`config.mk`:
```
export PLATFORM = sky130hd
export DESIGN_NAME = err_compute
export DESIGN_NICKNAME = d
export VERILOG_FILES = /design/src/rtl/err_pkg.sv /design/src/rtl/err_compute_round_timer.sv /design/src/rtl/err_compute.sv
export SDC_FILE = /design/constraint.sdc
export NUM_CORES = 1
export LEC_CHECK = 0
export BUFFER_PORTS_ARGS = -buffer_cell sky130_fd_sc_hd__buf_2
export CORE_UTILIZATION = 45
export CTS_CLUSTER_DIAMETER = 40
export DETAILED_ROUTE_END_ITERATION = 8
export PLACE_DENSITY = 0.62
export SLEW_MARGIN = 5
export SYNTH_ARGS = -nofsm -noshare
export SYNTH_HDL_FRONTEND = slang
export SYNTH_SLANG_ARGS = --single-unit
export TNS_END_PERCENT = 1
```
`constraint.sdc`:
```
create_clock -name clk -period 6 [get_ports clk]
set_input_delay 0.9 -clock clk [delete_from_list [all_inputs] [get_ports clk]]
set_output_delay 0.9 -clock clk [all_outputs]
set_load 0.01 [all_outputs]
```
`src/rtl/err_pkg.sv`:
```
// err_pkg: shared types and constants for the steering-error block.
//   state_t      : round sequencer states
//   CH_*         : A2D channel numbers, fixed conversion order
//   SH_*         : weight shifts (inner x1, mid x2, outer x4)
//   ERR_MAX/MIN  : 11-bit signed saturation limits
//   weigh()      : signed, weighted contribution of one reading
//   saturate()   : clamp of the 16-bit accumulator to 11 bits
package err_pkg;

    typedef enum logic [2:0] {IDLE, SETTLE, CONV, WAIT, DONE} state_t;

    localparam int unsigned ACC_W = 16;

    localparam logic [2:0] CH_IN_L  = 3'd0;
    localparam logic [2:0] CH_IN_R  = 3'd1;
    localparam logic [2:0] CH_MID_L = 3'd2;
    localparam logic [2:0] CH_MID_R = 3'd3;
    localparam logic [2:0] CH_OUT_L = 3'd4;
    localparam logic [2:0] CH_OUT_R = 3'd5;

    localparam int unsigned SH_IN  = 0;
    localparam int unsigned SH_MID = 1;
    localparam int unsigned SH_OUT = 2;

    localparam logic signed [10:0] ERR_MAX = 11'sd1023;
    localparam logic signed [10:0] ERR_MIN = -11'sd1024;

    localparam logic signed [ACC_W-1:0] ACC_MAX = 16'sd1023;
    localparam logic signed [ACC_W-1:0] ACC_MIN = -16'sd1024;

    // Odd channels are right-hand sensors and add; even channels subtract.
    function automatic logic signed [ACC_W-1:0] weigh(input logic [2:0] ch,
                                                      input logic [11:0] rdg);
        logic signed [ACC_W-1:0] mag;
        mag = $signed({{(ACC_W-12){1'b0}}, rdg});
        case (ch)
            CH_IN_L, CH_IN_R:   mag = mag <<< SH_IN;
            CH_MID_L, CH_MID_R: mag = mag <<< SH_MID;
            CH_OUT_L, CH_OUT_R: mag = mag <<< SH_OUT;
            default:            mag = '0;
        endcase
        return ch[0] ? mag : -mag;
    endfunction

    function automatic logic [10:0] saturate(input logic signed [ACC_W-1:0] a);
        if (a > ACC_MAX)
            return ERR_MAX;
        else if (a < ACC_MIN)
            return ERR_MIN;
        else
            return a[10:0];
    endfunction

endpackage

```
`src/rtl/err_compute_round_timer.sv`:
```
// round_timer: free-running round period counter.
//   clk, rst_n : clock, synchronous active-low reset
//   en         : counter runs while high, held at 0 while low
//   wrap       : high in the last count of each period (start-of-round request)
module round_timer #(
    parameter int unsigned ROUND_CYCLES = 4096
) (
    input  logic clk,
    input  logic rst_n,
    input  logic en,
    output logic wrap
);

    localparam int unsigned CW = (ROUND_CYCLES > 1) ? $clog2(ROUND_CYCLES) : 1;

    logic [CW-1:0] cnt;

    assign wrap = en && (cnt == CW'(ROUND_CYCLES - 1));

    always_ff @(posedge clk) begin
        if (!rst_n)
            cnt <= '0;
        else if (!en || wrap)
            cnt <= '0;
        else
            cnt <= cnt + 1'b1;
    end

endmodule

```
`src/rtl/err_compute.sv`:
```
// err_compute: periodic IR line-sensor scan producing a saturated steering error.
//   clk, rst_n   : clock, synchronous active-low reset
//   en           : block enable; low aborts any round and returns to IDLE
//   cnv_cmplt    : A2D conversion-complete pulse, res valid with it
//   res          : 12-bit unsigned A2D result
//   strt_cnv     : one-cycle conversion start pulse
//   chnnl        : A2D channel select, stable from strt_cnv to cnv_cmplt
//   IR_en        : IR emitter enable, high for SETTLE/CONV/WAIT
//   err_sat      : weighted right-minus-left error, 11-bit signed, saturated
//   err_vld      : one-cycle strobe when err_sat/line_present update
//   line_present : some reading reached LINE_THRES in the last full round
module err_compute
    import err_pkg::*;
#(
    parameter int unsigned ROUND_CYCLES  = 4096,
    parameter int unsigned SETTLE_CYCLES = 256,
    parameter logic [11:0] LINE_THRES    = 12'h200
) (
    input  logic        clk,
    input  logic        rst_n,
    input  logic        en,
    input  logic        cnv_cmplt,
    input  logic [11:0] res,
    output logic        strt_cnv,
    output logic [2:0]  chnnl,
    output logic        IR_en,
    output logic [10:0] err_sat,
    output logic        err_vld,
    output logic        line_present
);

    localparam int unsigned SW = $clog2(SETTLE_CYCLES + 1);

    logic                    wrap;
    state_t                  state;
    logic [SW-1:0]           settle_cnt;
    logic signed [ACC_W-1:0] acc;
    logic signed [ACC_W-1:0] acc_nxt;
    logic                    line_flag;
    logic                    line_nxt;

    round_timer #(
        .ROUND_CYCLES(ROUND_CYCLES)
    ) u_timer (
        .clk   (clk),
        .rst_n (rst_n),
        .en    (en),
        .wrap  (wrap)
    );

    // Accumulator/line flag including the current reading, so the final
    // conversion can be published without an extra pipeline cycle.
    always_comb begin
        acc_nxt  = acc + weigh(chnnl, res);
        line_nxt = line_flag | (res >= LINE_THRES);
    end

    always_ff @(posedge clk) begin
        if (!rst_n) begin
            state        <= IDLE;
            settle_cnt   <= '0;
            acc          <= '0;
            line_flag    <= 1'b0;
            strt_cnv     <= 1'b0;
            chnnl        <= '0;
            IR_en        <= 1'b0;
            err_sat      <= '0;
            err_vld      <= 1'b0;
            line_present <= 1'b0;
        end else if (!en) begin
            // Abort: published results are left untouched.
            state      <= IDLE;
            settle_cnt <= '0;
            strt_cnv   <= 1'b0;
            chnnl      <= '0;
            IR_en      <= 1'b0;
            err_vld    <= 1'b0;
        end else begin
            strt_cnv <= 1'b0;
            err_vld  <= 1'b0;
            case (state)
                IDLE: begin
                    if (wrap) begin
                        state      <= SETTLE;
                        IR_en      <= 1'b1;
                        acc        <= '0;
                        line_flag  <= 1'b0;
                        settle_cnt <= '0;
                    end
                end
                SETTLE: begin
                    if (settle_cnt == SW'(SETTLE_CYCLES - 1)) begin
                        state    <= CONV;
                        chnnl    <= CH_IN_L;
                        strt_cnv <= 1'b1;
                    end else begin
                        settle_cnt <= settle_cnt + 1'b1;
                    end
                end
                // strt_cnv was raised on entry, so it is high exactly this cycle.
                CONV: state <= WAIT;
                WAIT: begin
                    if (cnv_cmplt) begin
                        acc       <= acc_nxt;
                        line_flag <= line_nxt;
                        if (chnnl == CH_OUT_R) begin
                            state        <= DONE;
                            err_sat      <= saturate(acc_nxt);
                            line_present <= line_nxt;
                            err_vld      <= 1'b1;
                            IR_en        <= 1'b0;
                        end else begin
                            state    <= CONV;
                            chnnl    <= chnnl + 3'd1;
                            strt_cnv <= 1'b1;
                        end
                    end
                end
                DONE:    state <= IDLE;
                default: state <= IDLE;
            endcase
        end
    end

endmodule
```
==> flow_summary_export.csv <==
group,metric,value,unit
clocking,htree_levels,3,
sta,tightest_slew,0.611,ns
outcome,status,"complete, no violations",
global_routing,grt_usage,0.218,
critical_path,crit_end,"err_sat[4]$_SDFFE_PN0P_",
pwr,peakVddDrop,0.145,mV
critical_path,cp.arrival,5.14,ns
clocking,cts_resized,0,
clocking,cts_tree,"yes",
layout,syn2layout_area_growth,10.7,%
synth,synthCells,501,
synth,synth_xor_area_frac,0.0945,
sta,slew-limit-headroom,0.591,
place,hpwl,6950,µm
sta,fin_worst_skew,0.0113,ns
global_routing,antenna_found_initial,0,
sta,hold_violations,0,
synth,synth_fa_ha_area_frac,0.0901,
layout,seq_area,1180,µm²
floorplanning,die_w,95.9,µm
synth,syn_area_per_cell,7.92,µm²
clocking,post_cts_buffers,0,
drt,wl_per_cell,15.0,µm
pwr,p_leak,0.00171,µW
synth,synth_edf_count,0,
floorplanning,fp.dieArea,9200,µm²
drt,drt_iter0_drc,207,
pwr,clkPwrFrac,0.443,
layout,multi_input_area,2640,µm²
drt,drc,0,
synth,ys_seq_area_frac,0.298,
pwr,p_sw_frac,0.251,
clocking,cts_sinks,59,
synth,yosys_most_used_dff,"dfxtp_1",
sta,period_share,0.822,
global_routing,grt_max_degree,41,
synth,syn_area,3970,µm²
synth,synth-simple-area-share,0.239,
sta,fmax,0.203,GHz
drt,drtAntennaViolNets,0,
synth,synth_cell_types,56,
place,portBuffers,33,
synth,synth_top_family_by_area,"simple AND/OR/NAND/NOR gates",
place,gp_congestion,0.876,
synth,synth_seq_cells,59,
clocking,clock_latency,0.34,ns
synth,yosysWarnings,0,
layout,antenna_cells,0,
clocking,cts_max_path_buffers,2,
pwr,p_comb_frac,0.081,
layout,nNetsFinal,570,
flow_run,maxCapViolations,0,
critical_path,rrSetupSlack,1.07,ns
drt,wl,9530,µm
pwr,intPower,618,µW
drt,viasPerCell,5.74,
critical_path,reg2reg_depth,19,
pwr,power.density,188,nW/µm²
critical_path,setup.worst_path.class,"flip-flop to flip-flop",
place,place_ws,1.12,ns
global_routing,grt_pass1_vias,3267,
sta,rsz0062_at_grt,"false",
critical_path,worstReg2RegEnd,"err_sat[4]$_SDFFE_PN0P_",
min_path,min_path_type,"flip-flop to flip-flop",
sta,slew_viol_final,0,
floorplanning,initial_core_util,0.474,
clocking,cts.clk_slew.worst_paths,0.07,ns
layout,fillers,819,
clocking,cts_buffers,9,
critical_path,r2r_start,"chnnl[0]$_SDFFE_PN0P_",
critical_path,cp_max_fo,20,
pwr,switching_power,207,µW
critical_path,worstPathRequired,6.21,ns
sta,period_needed,4.93,ns
synth,synth_compound_area_frac,0.215,
critical_path,critPathCaptureType,"flip-flop",
floorplanning,die_h,95.9,µm
sta,setup_slack,1.07,ns
pwr,seq_power_share,0.476,
sta,setup_viol,0,
floorplanning,ios,34,
synth,async_flop_share,0,
drt,vias,3647,
global_routing,grt_pass1_wl,15400,µm
floorplanning,rows,33,
global_routing,grt_overflow,0,
critical_path,cp-start-kind,"flip-flop",
floorplanning,core,8380,µm²
clocking,cts_root_buf,"clkbuf_8",
layout,drive_gt1_frac,0.121,
synth,muxShareOfSynthArea,0.0274,
critical_path,startpoint,"chnnl[0]$_SDFFE_PN0P_",
synth,syn-num-nets,545,
drt,first_pass_iters,4,
sta,setup_tns,0,ns
clocking,cts_hold_buf,0,
## Yosys cell counts, drive strengths merged, types with 2 or more instances
cell type	count	area, µm²
o21ai	34	174
clkbuf	19	71.3
o211ai	8	65.1
buf	5	30.0
ha	27	338
nand2	43	161
nor2b	22	138
nand3	17	85.1
or2	5	31.3
a22o	3	26.3
a31oi	3	25.0
mux2i	6	60.1
or3	4	25.0
o22ai	14	87.6
a22oi	17	128
mux2	4	48.8
nor2	53	199
a41oi	2	17.5
or4	3	22.5
and2	5	31.3
dfxtp	59	1180
nand4	8	50.1
xor2	21	191
o211a	2	20.0
a21oi	28	140
a21boi	3	22.5
and3	10	62.6
nor3	18	90.1
a21o	4	30.0
xnor2	21	184
o21a	3	22.5
nand2b	5	31.3
inv	12	45.0
## kinds of logic (layout without fill, tap and decap cells)
kind of cell	after synthesis	in the layout
AND/OR/NAND/NOR	196	196
AO/OA/AOI/OAI	130	130
flip-flops	59	59
XOR/XNOR	42	42
buffers and inverters	36	65
adder cells (fa/ha/maj)	28	28
multiplexers	10	10
## layer usage
layer  share of wire  GRT usage
met4           0.012     0.0697
met5               0          0
met1            0.47      0.279
met2            0.48      0.365
met3           0.033     0.0450
## state kept, by name (all words and copies together) (netlist names)
signal	flops
line_present	1
settle_cnt	9
IR_en	1
u_timer.cnt	12
chnnl	3
state	3
err_vld	1
strt_cnv	1
err_sat	11
acc	16
line_flag	1
## critical path: stages, from the launching register on
cell and delay [ns]:
dfxtp_1 0.31, buf_4 0.21, inv_1 0.16, ha_1 0.22, nor2b_1 0.17, or2_1 0.40
a22oi_1 0.29, ha_1 0.20, nand2_1 0.08, nor2_1 0.17, nor2_1 0.08, xor2_1 0.16
ha_1 0.38, nand4_1 0.20, a311oi_1 0.37, a31oi_1 0.17, o21ai_0 0.37, xor2_2 0.20
a31oi_2 0.49, o22ai_1 0.15
## final cells by class
| type | count | area share |
|---|---|---|
| clock buffer | 11 | 0.0322 |
| clock inverter | 4 | 0.0117 |
| inverter | 12 | 0.0102 |
| multi-input combinational | 406 | 0.601 |
| sequential | 59 | 0.269 |
| tap | 105 | 0.0299 |
| timing repair buffer | 38 | 0.0461 |
## layout by cell type, fill, tap and decap left out, drive strengths merged, types with 14 or more instances in the layout
cell type,n
buf,38
nor3,18
ha,27
dfxtp,59
xnor2,21
o21ai,34
nand2,43
nand3,17
xor2,21
a22oi,17
nor2,53
o22ai,14
nor2b,22
a21oi,28
## worst min-delay path by stage
stage / startpoint / endpoint / slack, ns / depth (start not counted)
2_1_floorplan: u_timer.cnt[0]$_SDFF_PP0_ / u_timer.cnt[0]$_SDFF_PP0_ / 0.43 / 1
3_3_place_gp: settle_cnt[8]$_SDFFE_PN0P_ / settle_cnt[8]$_SDFFE_PN0P_ / 0.44 / 2
3_5_place_dp: u_timer.cnt[0]$_SDFF_PP0_ / u_timer.cnt[0]$_SDFF_PP0_ / 0.45 / 1
4_1_cts: settle_cnt[8]$_SDFFE_PN0P_ / settle_cnt[8]$_SDFFE_PN0P_ / 0.46 / 2
5_1_grt: settle_cnt[8]$_SDFFE_PN0P_ / settle_cnt[8]$_SDFFE_PN0P_ / 0.48 / 2
6_report: settle_cnt[8]$_SDFFE_PN0P_ / settle_cnt[8]$_SDFFE_PN0P_ / 0.46 / 2
## power groups by stage
stage	Combinational (µW)	Clock [µW]	Sequential, µW
2_1_floorplan	44.9	0	401
3_5_place_dp	66.5	0	402
4_1_cts	66.9	379	392
5_1_grt	74.4	393	392
3_3_place_gp	66.5	0	402
6_report	66.9	366	393
## per-stage QoR
stage / std cells / power, µW / hold WS, ns / instance area [µm²] / utilization
after floorplan: 501 / 446 / 0.426 / 3970 / -
after global placement: 620 / 468 / 0.441 / 4200 / 0.501
after detailed placement: 620 / 468 / 0.449 / 4200 / 0.501
after CTS: 635 / 839 / 0.462 / 4400 / 0.524
after global routing: 635 / 860 / 0.483 / 4400 / 0.524
final: 635 / 825 / 0.459 / 4400 / 0.524
Note: power is estimated with default switching activity, not from simulation.
